==> src/rtl/bambu_io_pkg.sv <==
// bambu_io_pkg: shared state encoding, EOF value and default widths for the bambu I/O blocks
package bambu_io_pkg;

   typedef enum logic [3:0] {
      S_IDLE    = 4'b0001,
      S_WAIT    = 4'b0010,
      S_CAPTURE = 4'b0100,
      S_DONE    = 4'b1000
   } rd_state_e;

   localparam int EOF_VAL            = -1;
   localparam int DEF_DATA_WIDTH     = 8;
   localparam int DEF_RET_WIDTH      = 32;
   localparam int DEF_DEPTH_LOG2     = 4;
   localparam int DEF_DROP_CNT_WIDTH = 16;

endpackage

==> src/rtl/sync_fifo.sv <==
// sync_fifo: single-clock power-of-two FIFO with registered read data and occupancy count
module sync_fifo #(
   parameter int width = 8,
   parameter int depth = 16
) (
   input  logic                     clock,
   input  logic                     reset,
   input  logic                     wr_en,
   input  logic [width-1:0]         wr_data,
   input  logic                     rd_en,
   output logic [width-1:0]         rd_data,
   output logic                     full,
   output logic                     empty,
   output logic [$clog2(depth):0]   count
);

   localparam int AW = $clog2(depth);

   logic [width-1:0] mem_q [depth];
   logic [AW-1:0]    wr_ptr_q, wr_ptr_d, rd_ptr_q, rd_ptr_d;
   logic [AW:0]      count_q, count_d;
   logic [width-1:0] rd_data_q, rd_data_d;
   logic             wr_ok, rd_ok;

   assign full    = count_q == (AW+1)'(depth);
   assign empty   = count_q == '0;
   assign wr_ok   = wr_en & ~full;
   assign rd_ok   = rd_en & ~empty;
   assign count   = count_q;
   assign rd_data = rd_data_q;

   always_comb begin
      wr_ptr_d  = wr_ok ? wr_ptr_q + 1'b1 : wr_ptr_q;
      rd_ptr_d  = rd_ok ? rd_ptr_q + 1'b1 : rd_ptr_q;
      count_d   = count_q + (AW+1)'(wr_ok) - (AW+1)'(rd_ok);
      rd_data_d = rd_ok ? mem_q[rd_ptr_q] : rd_data_q;
   end

   always_ff @(posedge clock) begin
      if (wr_ok) mem_q[wr_ptr_q] <= wr_data;
   end

   always_ff @(posedge clock or posedge reset) begin
      if (reset) begin
         wr_ptr_q  <= '0;
         rd_ptr_q  <= '0;
         count_q   <= '0;
         rd_data_q <= '0;
      end else begin
         wr_ptr_q  <= wr_ptr_d;
         rd_ptr_q  <= rd_ptr_d;
         count_q   <= count_d;
         rd_data_q <= rd_data_d;
      end
   end

endmodule

==> src/rtl/bambu_getchar_ext.sv <==
// bambu_getchar_ext: FIFO-buffered getchar with non-blocking mode, optional timeout and drop accounting
module bambu_getchar_ext import bambu_io_pkg::*; #(
   parameter int DATA_WIDTH     = DEF_DATA_WIDTH,
   parameter int RET_WIDTH      = DEF_RET_WIDTH,
   parameter int DEPTH_LOG2     = DEF_DEPTH_LOG2,
   parameter int TIMEOUT_CYCLES = 0,
   parameter int DROP_CNT_WIDTH = DEF_DROP_CNT_WIDTH
) (
   input  logic                      clock,
   input  logic                      reset,
   input  logic                      start_port,
   input  logic                      nonblock_port,
   output logic                      done_port,
   output logic [RET_WIDTH-1:0]      return_port,
   input  logic [DATA_WIDTH-1:0]     RX_DATA,
   input  logic                      RX_VALID,
   output logic                      rx_overflow,
   output logic [DROP_CNT_WIDTH-1:0] drop_count,
   output logic [DEPTH_LOG2:0]       fill_level
);

   localparam int TW = TIMEOUT_CYCLES > 1 ? $clog2(TIMEOUT_CYCLES) : 1;

   rd_state_e               state_q, state_d;
   logic                    nb_q, nb_d, eof_q, eof_d, done_q, done_d, ovf_q, ovf_d;
   logic [TW-1:0]           cnt_q, cnt_d;
   logic [RET_WIDTH-1:0]    ret_q, ret_d;
   logic [DROP_CNT_WIDTH-1:0] drop_q, drop_d;
   logic                    wr_en, rd_en, full, empty, timeout_hit;
   logic [DATA_WIDTH-1:0]   rd_data;

   // A full FIFO drops the incoming byte even if a read happens the same cycle
   assign wr_en       = RX_VALID & ~full;
   assign rd_en       = (state_q == S_WAIT) & ~empty;
   assign timeout_hit = (TIMEOUT_CYCLES > 0) && (cnt_q == TW'(TIMEOUT_CYCLES - 1));

   sync_fifo #(.width(DATA_WIDTH), .depth(1 << DEPTH_LOG2)) u_fifo (
      .clock   (clock),
      .reset   (reset),
      .wr_en   (wr_en),
      .wr_data (RX_DATA),
      .rd_en   (rd_en),
      .rd_data (rd_data),
      .full    (full),
      .empty   (empty),
      .count   (fill_level)
   );

   always_comb begin
      state_d = state_q;
      nb_d    = nb_q;
      eof_d   = eof_q;
      cnt_d   = cnt_q;
      ret_d   = ret_q;
      done_d  = 1'b0;
      ovf_d   = ovf_q | (RX_VALID & full);
      drop_d  = (RX_VALID & full & ~&drop_q) ? drop_q + 1'b1 : drop_q;
      case (state_q)
         S_IDLE: if (start_port) begin
            state_d = S_WAIT;
            nb_d    = nonblock_port;
            cnt_d   = '0;
         end
         S_WAIT: begin
            if (!empty || nb_q || timeout_hit) begin
               state_d = S_CAPTURE;
               eof_d   = empty;
            end else cnt_d = cnt_q + 1'b1;
         end
         S_CAPTURE: begin
            ret_d   = eof_q ? RET_WIDTH'(EOF_VAL) : RET_WIDTH'(rd_data);
            done_d  = 1'b1;
            state_d = S_DONE;
         end
         default: state_d = S_IDLE;
      endcase
   end

   always_ff @(posedge clock or posedge reset) begin
      if (reset) begin
         state_q <= S_IDLE;
         nb_q    <= 1'b0;
         eof_q   <= 1'b0;
         cnt_q   <= '0;
         ret_q   <= '0;
         done_q  <= 1'b0;
         ovf_q   <= 1'b0;
         drop_q  <= '0;
      end else begin
         state_q <= state_d;
         nb_q    <= nb_d;
         eof_q   <= eof_d;
         cnt_q   <= cnt_d;
         ret_q   <= ret_d;
         done_q  <= done_d;
         ovf_q   <= ovf_d;
         drop_q  <= drop_d;
      end
   end

   assign done_port   = done_q;
   assign return_port = ret_q;
   assign rx_overflow = ovf_q;
   assign drop_count  = drop_q;

endmodule

==> config.mk <==
export PLATFORM = sky130hd
export DESIGN_NAME = bambu_getchar_ext
export DESIGN_NICKNAME = d
export VERILOG_FILES = /design/src/rtl/bambu_io_pkg.sv /design/src/rtl/sync_fifo.sv /design/src/rtl/bambu_getchar_ext.sv
export SDC_FILE = /design/constraint.sdc
export NUM_CORES = 1
export LEC_CHECK = 0
export ABC_AREA = 1
export ABC_CLOCK_PERIOD_IN_PS = 3000
export BUFFER_PORTS_ARGS = -buffer_cell sky130_fd_sc_hd__buf_2
export CAP_MARGIN = 20
export CORE_MARGIN = 3
export CORE_UTILIZATION = 60
export CTS_CLUSTER_SIZE = 20
export DETAILED_ROUTE_END_ITERATION = 8
export PLACE_DENSITY = 0.85
export SYNTH_ARGS = -nofsm -noshare
export SYNTH_HDL_FRONTEND = slang
export SYNTH_SLANG_ARGS = --single-unit
==> constraint.sdc <==
create_clock -name clock -period 3 [get_ports clock]
set_input_delay 0.6 -clock clock [delete_from_list [all_inputs] [get_ports clock]]
set_output_delay 0.6 -clock clock [all_outputs]
set_load 0.1 [all_outputs]
==> run_results.csv <==
group,metric,value,unit
floorplan,die_w,124.2,um
critical_path,end_kind,"register",
logic_synthesis,synth_nets,894,
route,dr.pass1.iters,6,
critical_path,path_class,"register to register",
global_route,grt_max_degree,67,
finish,syn_to_final_growth,10.52,%
logic_synthesis,ys_async_sr_fraction,29.67,%
floorplan,num_io_pins,68,
timing,setup_viol,0,
logic_synthesis,synthFlopType,"edfxtp_1",
run_status,status,"finished clean",
critical_path,slowest_stage,"dfrtp_2",
logic_synthesis,netlist_area,8377,um2
min_path,worstHoldPathType,"primary input to asynchronous set/reset pin",
timing,min_period_over_period,91.04,%
timing,rsz0062_at_grt,"no",
global_route,grt_pass1_wl,28.60,mm
critical_path,worstPathCellList,"inv_1 -> ha_1 -> nand4_1 -> nand2_2 -> inv_2 -> ha_1 -> inv_1 -> ha_1 -> fa_1 -> a21oi_1 -> nor2_1 -> nor2_1 -> xor2_1",
cts,cts_setup_buffers,0,
critical_path,path_max_fanout,14,
logic_synthesis,synth.top_cell.area_share,45.88,%
placement,place_congestion,0.8740,
cts,cts_tree,"yes",
logic_synthesis,yosysSeqAreaShare,62.03,%
cts,worstSkewPairLatency,0.44,ns
finish,num_antenna_cells,0,
finish,layout_common_cells,"265 x nand2_1, 128 x inv_1, 128 x edfxtp_1",
power,p_per_area,1052,nW/um2
critical_path,required,3.35,ns
logic_synthesis,syn_inst,868,
power,cellLeakagePower,4.327,nW
critical_path,crit_path_start_kind,"register",
global_route,gr-total-overflow,0,
floorplan,fp.dieArea,15410,um2
cts,root_buffer,"clkbuf_16",
cts,cts_resized,0,
logic_synthesis,ys_warn_count,0,
finish,final_common_cell,"nand2_1",
critical_path,cp.arrival,3.08,ns
timing,worst_pin_slew,0.7577,ns
timing,fin_skew,0.01287,ns
floorplan,rows,42,
logic_synthesis,yosysTopAreaCell,"edfxtp_1",
cts,cts_inserted_buffers,17,
route,via_per_inst,5.450,
timing,fmax,0.3661,GHz
global_route,met1_usage,33.44,%
finish,n_fill_cell,976,
power,ir_drop,0.8909,mV
cts,h-tree-depth,4,
timing,slew_violations,0,
route,num_vias,5979,
floorplan,design.core.area,13450,um2
logic_synthesis,synth_edf_count,128,
finish,nets,934,
logic_synthesis,synth_area_per_cell,9.651,um2
cts,cts_buffer_depth,2,
route,ant_nets,0,
global_route,antenna_found_initial,1,
logic_synthesis,yosys-top-cells-area,"edfxtp_1 46%, dfrtp_1 16%, nand2_1 12%, nand3_1 6.3%, inv_1 5.8%",
flow_run,maxCapViolations,0,
floorplan,die-height,124.2,um
route,drtIter0Drc,647,
cts,cts_hold_buffers,0,
logic_synthesis,ys_ff_latch,182,
route,routed_wl,18.43,mm
timing,timing.hold.ws,0.2264,ns
placement,io_buffers,67,
timing,fin_tns_setup,0,ns
global_route,top_usage_layer,"met2",
global_route,use_met2,39.73,%
global_route,grt_pass1_vias,5624,
route,wl_per_cell,16.80,um
placement,post-dp-hpwl,11.35,mm
route,drc,0,
critical_path,path_common_cell,"ha_1",
critical_path,slowest_delay,0.41,ns
cts,clkTransAtPathRegs,0.06,ns
timing,finalHoldViolations,0,
timing,min_period,2.731,ns
cts,clock-sinks,182,
finish,drive_above_1_share,13.79,%
timing,maxSlewHeadroom,49.30,%
global_route,grt_usage,25.16,%
logic_synthesis,synth_cell_types,33,
global_route,grt_use_met3,6.494,%
floorplan,start_util,62.27,%
[cells by family after synthesis]
family,share of synthesized area (%)
simple gates,21.72
compound gates,1.852
mux,0.1344
flops,62.03
xor+xnor,2.196
fa+ha+maj,2.031
buf+inv,10.04
[report_power, final]
group	leakage [nW]	internal, W	switching [W]	total [W]
combinational	2.21	0.000882	0.00334	0.00422
sequential	1.84	0.00313	0.000253	0.00338
clock	0.277	0.00118	0.000962	0.00214
[final timing paths]
| kind | from | slack [ns] | cells past startpoint | to |
|---|---|---|---|---|
| min reg2reg | return_port[3] | 0.48 | 2 | return_port[3] |
| max | u_fifo.count[2] | 0.27 | 13 | u_fifo.count[4] |
| max reg2reg | u_fifo.count[2] | 0.27 | 13 | u_fifo.count[4] |
| min in group clock | start_port | 0.38 | 2 | state_q[0] |
| min | reset | 0.23 | 2 | drop_count[0] |
| max in group asynchronous | reset | 2.15 | 3 | state_q[0] |
[cells in the mapped netlist (all sizes together) (3+ instances only)]
cell type	number
clkbuf	7
xnor2	4
nand2	269
xor2	17
nor2	47
a21oi	3
nor3	4
ha	12
inv	133
o21ai	24
dfrtp	53
nand4	3
buf	46
clkinv	4
edfxtp	128
nand3	109
[area by class of cell]
class | instances | area, um2 | share of cell area, %
tap | 176 | 220.2 | 2.379
multi-input combinational | 496 | 2340 | 25.27
sequential | 182 | 5200 | 56.17
timing repair buffer | 74 | 420.4 | 4.541
clock buffer | 20 | 446.7 | 4.825
clock inverter | 12 | 113.9 | 1.230
inverter | 137 | 516.7 | 5.582
[critical path, delay by kind of cell (launching register included)]
kind	cells	cell delay, ns
buf+inv	3	0.27
xor+xnor	1	0.16
fa+ha+maj	4	1.11
compound gates	1	0.16
simple gates	4	0.54
flops	1	0.41
[layer usage]
| metal | wire (um) | part of all wire [%] | vias up |
|---|---|---|---|
| met5 | 11 | 0.060 | - |
| met4 | 528 | 2.9 | 2 |
| met3 | 1743 | 9.5 | 45 |
| met2 | 8674 | 47 | 314 |
| met1 | 7466 | 41 | 2797 |
| li1 | - | - | 2821 |
[stage by stage]
stage	area, um2	util, %	worst slack [ns]	instances	power, W
4_1_cts	9230	68.61	0.2887	1096	0.009672
5_1_grt	9258	68.82	0.1137	1097	0.01022
6_report	9258	68.82	0.2687	1097	0.009740
3_3_place_gp	8670	64.44	0.4600	1064	0.007391
2_1_floorplan	8379	-	0.0005229	868	0.006766
3_5_place_dp	8670	64.44	0.3592	1064	0.007491
[registers in the layout (all words and copies together) (netlist names), 4 cells and up]
name and flops:
drop_count 16, u_fifo.mem_q 128, u_fifo.rd_ptr_q 4, u_fifo.rd_data 8, u_fifo.wr_ptr_q 4, return_port 9
state_q 4, u_fifo.count 5
Note: power is estimated with default switching activity, not from simulation.
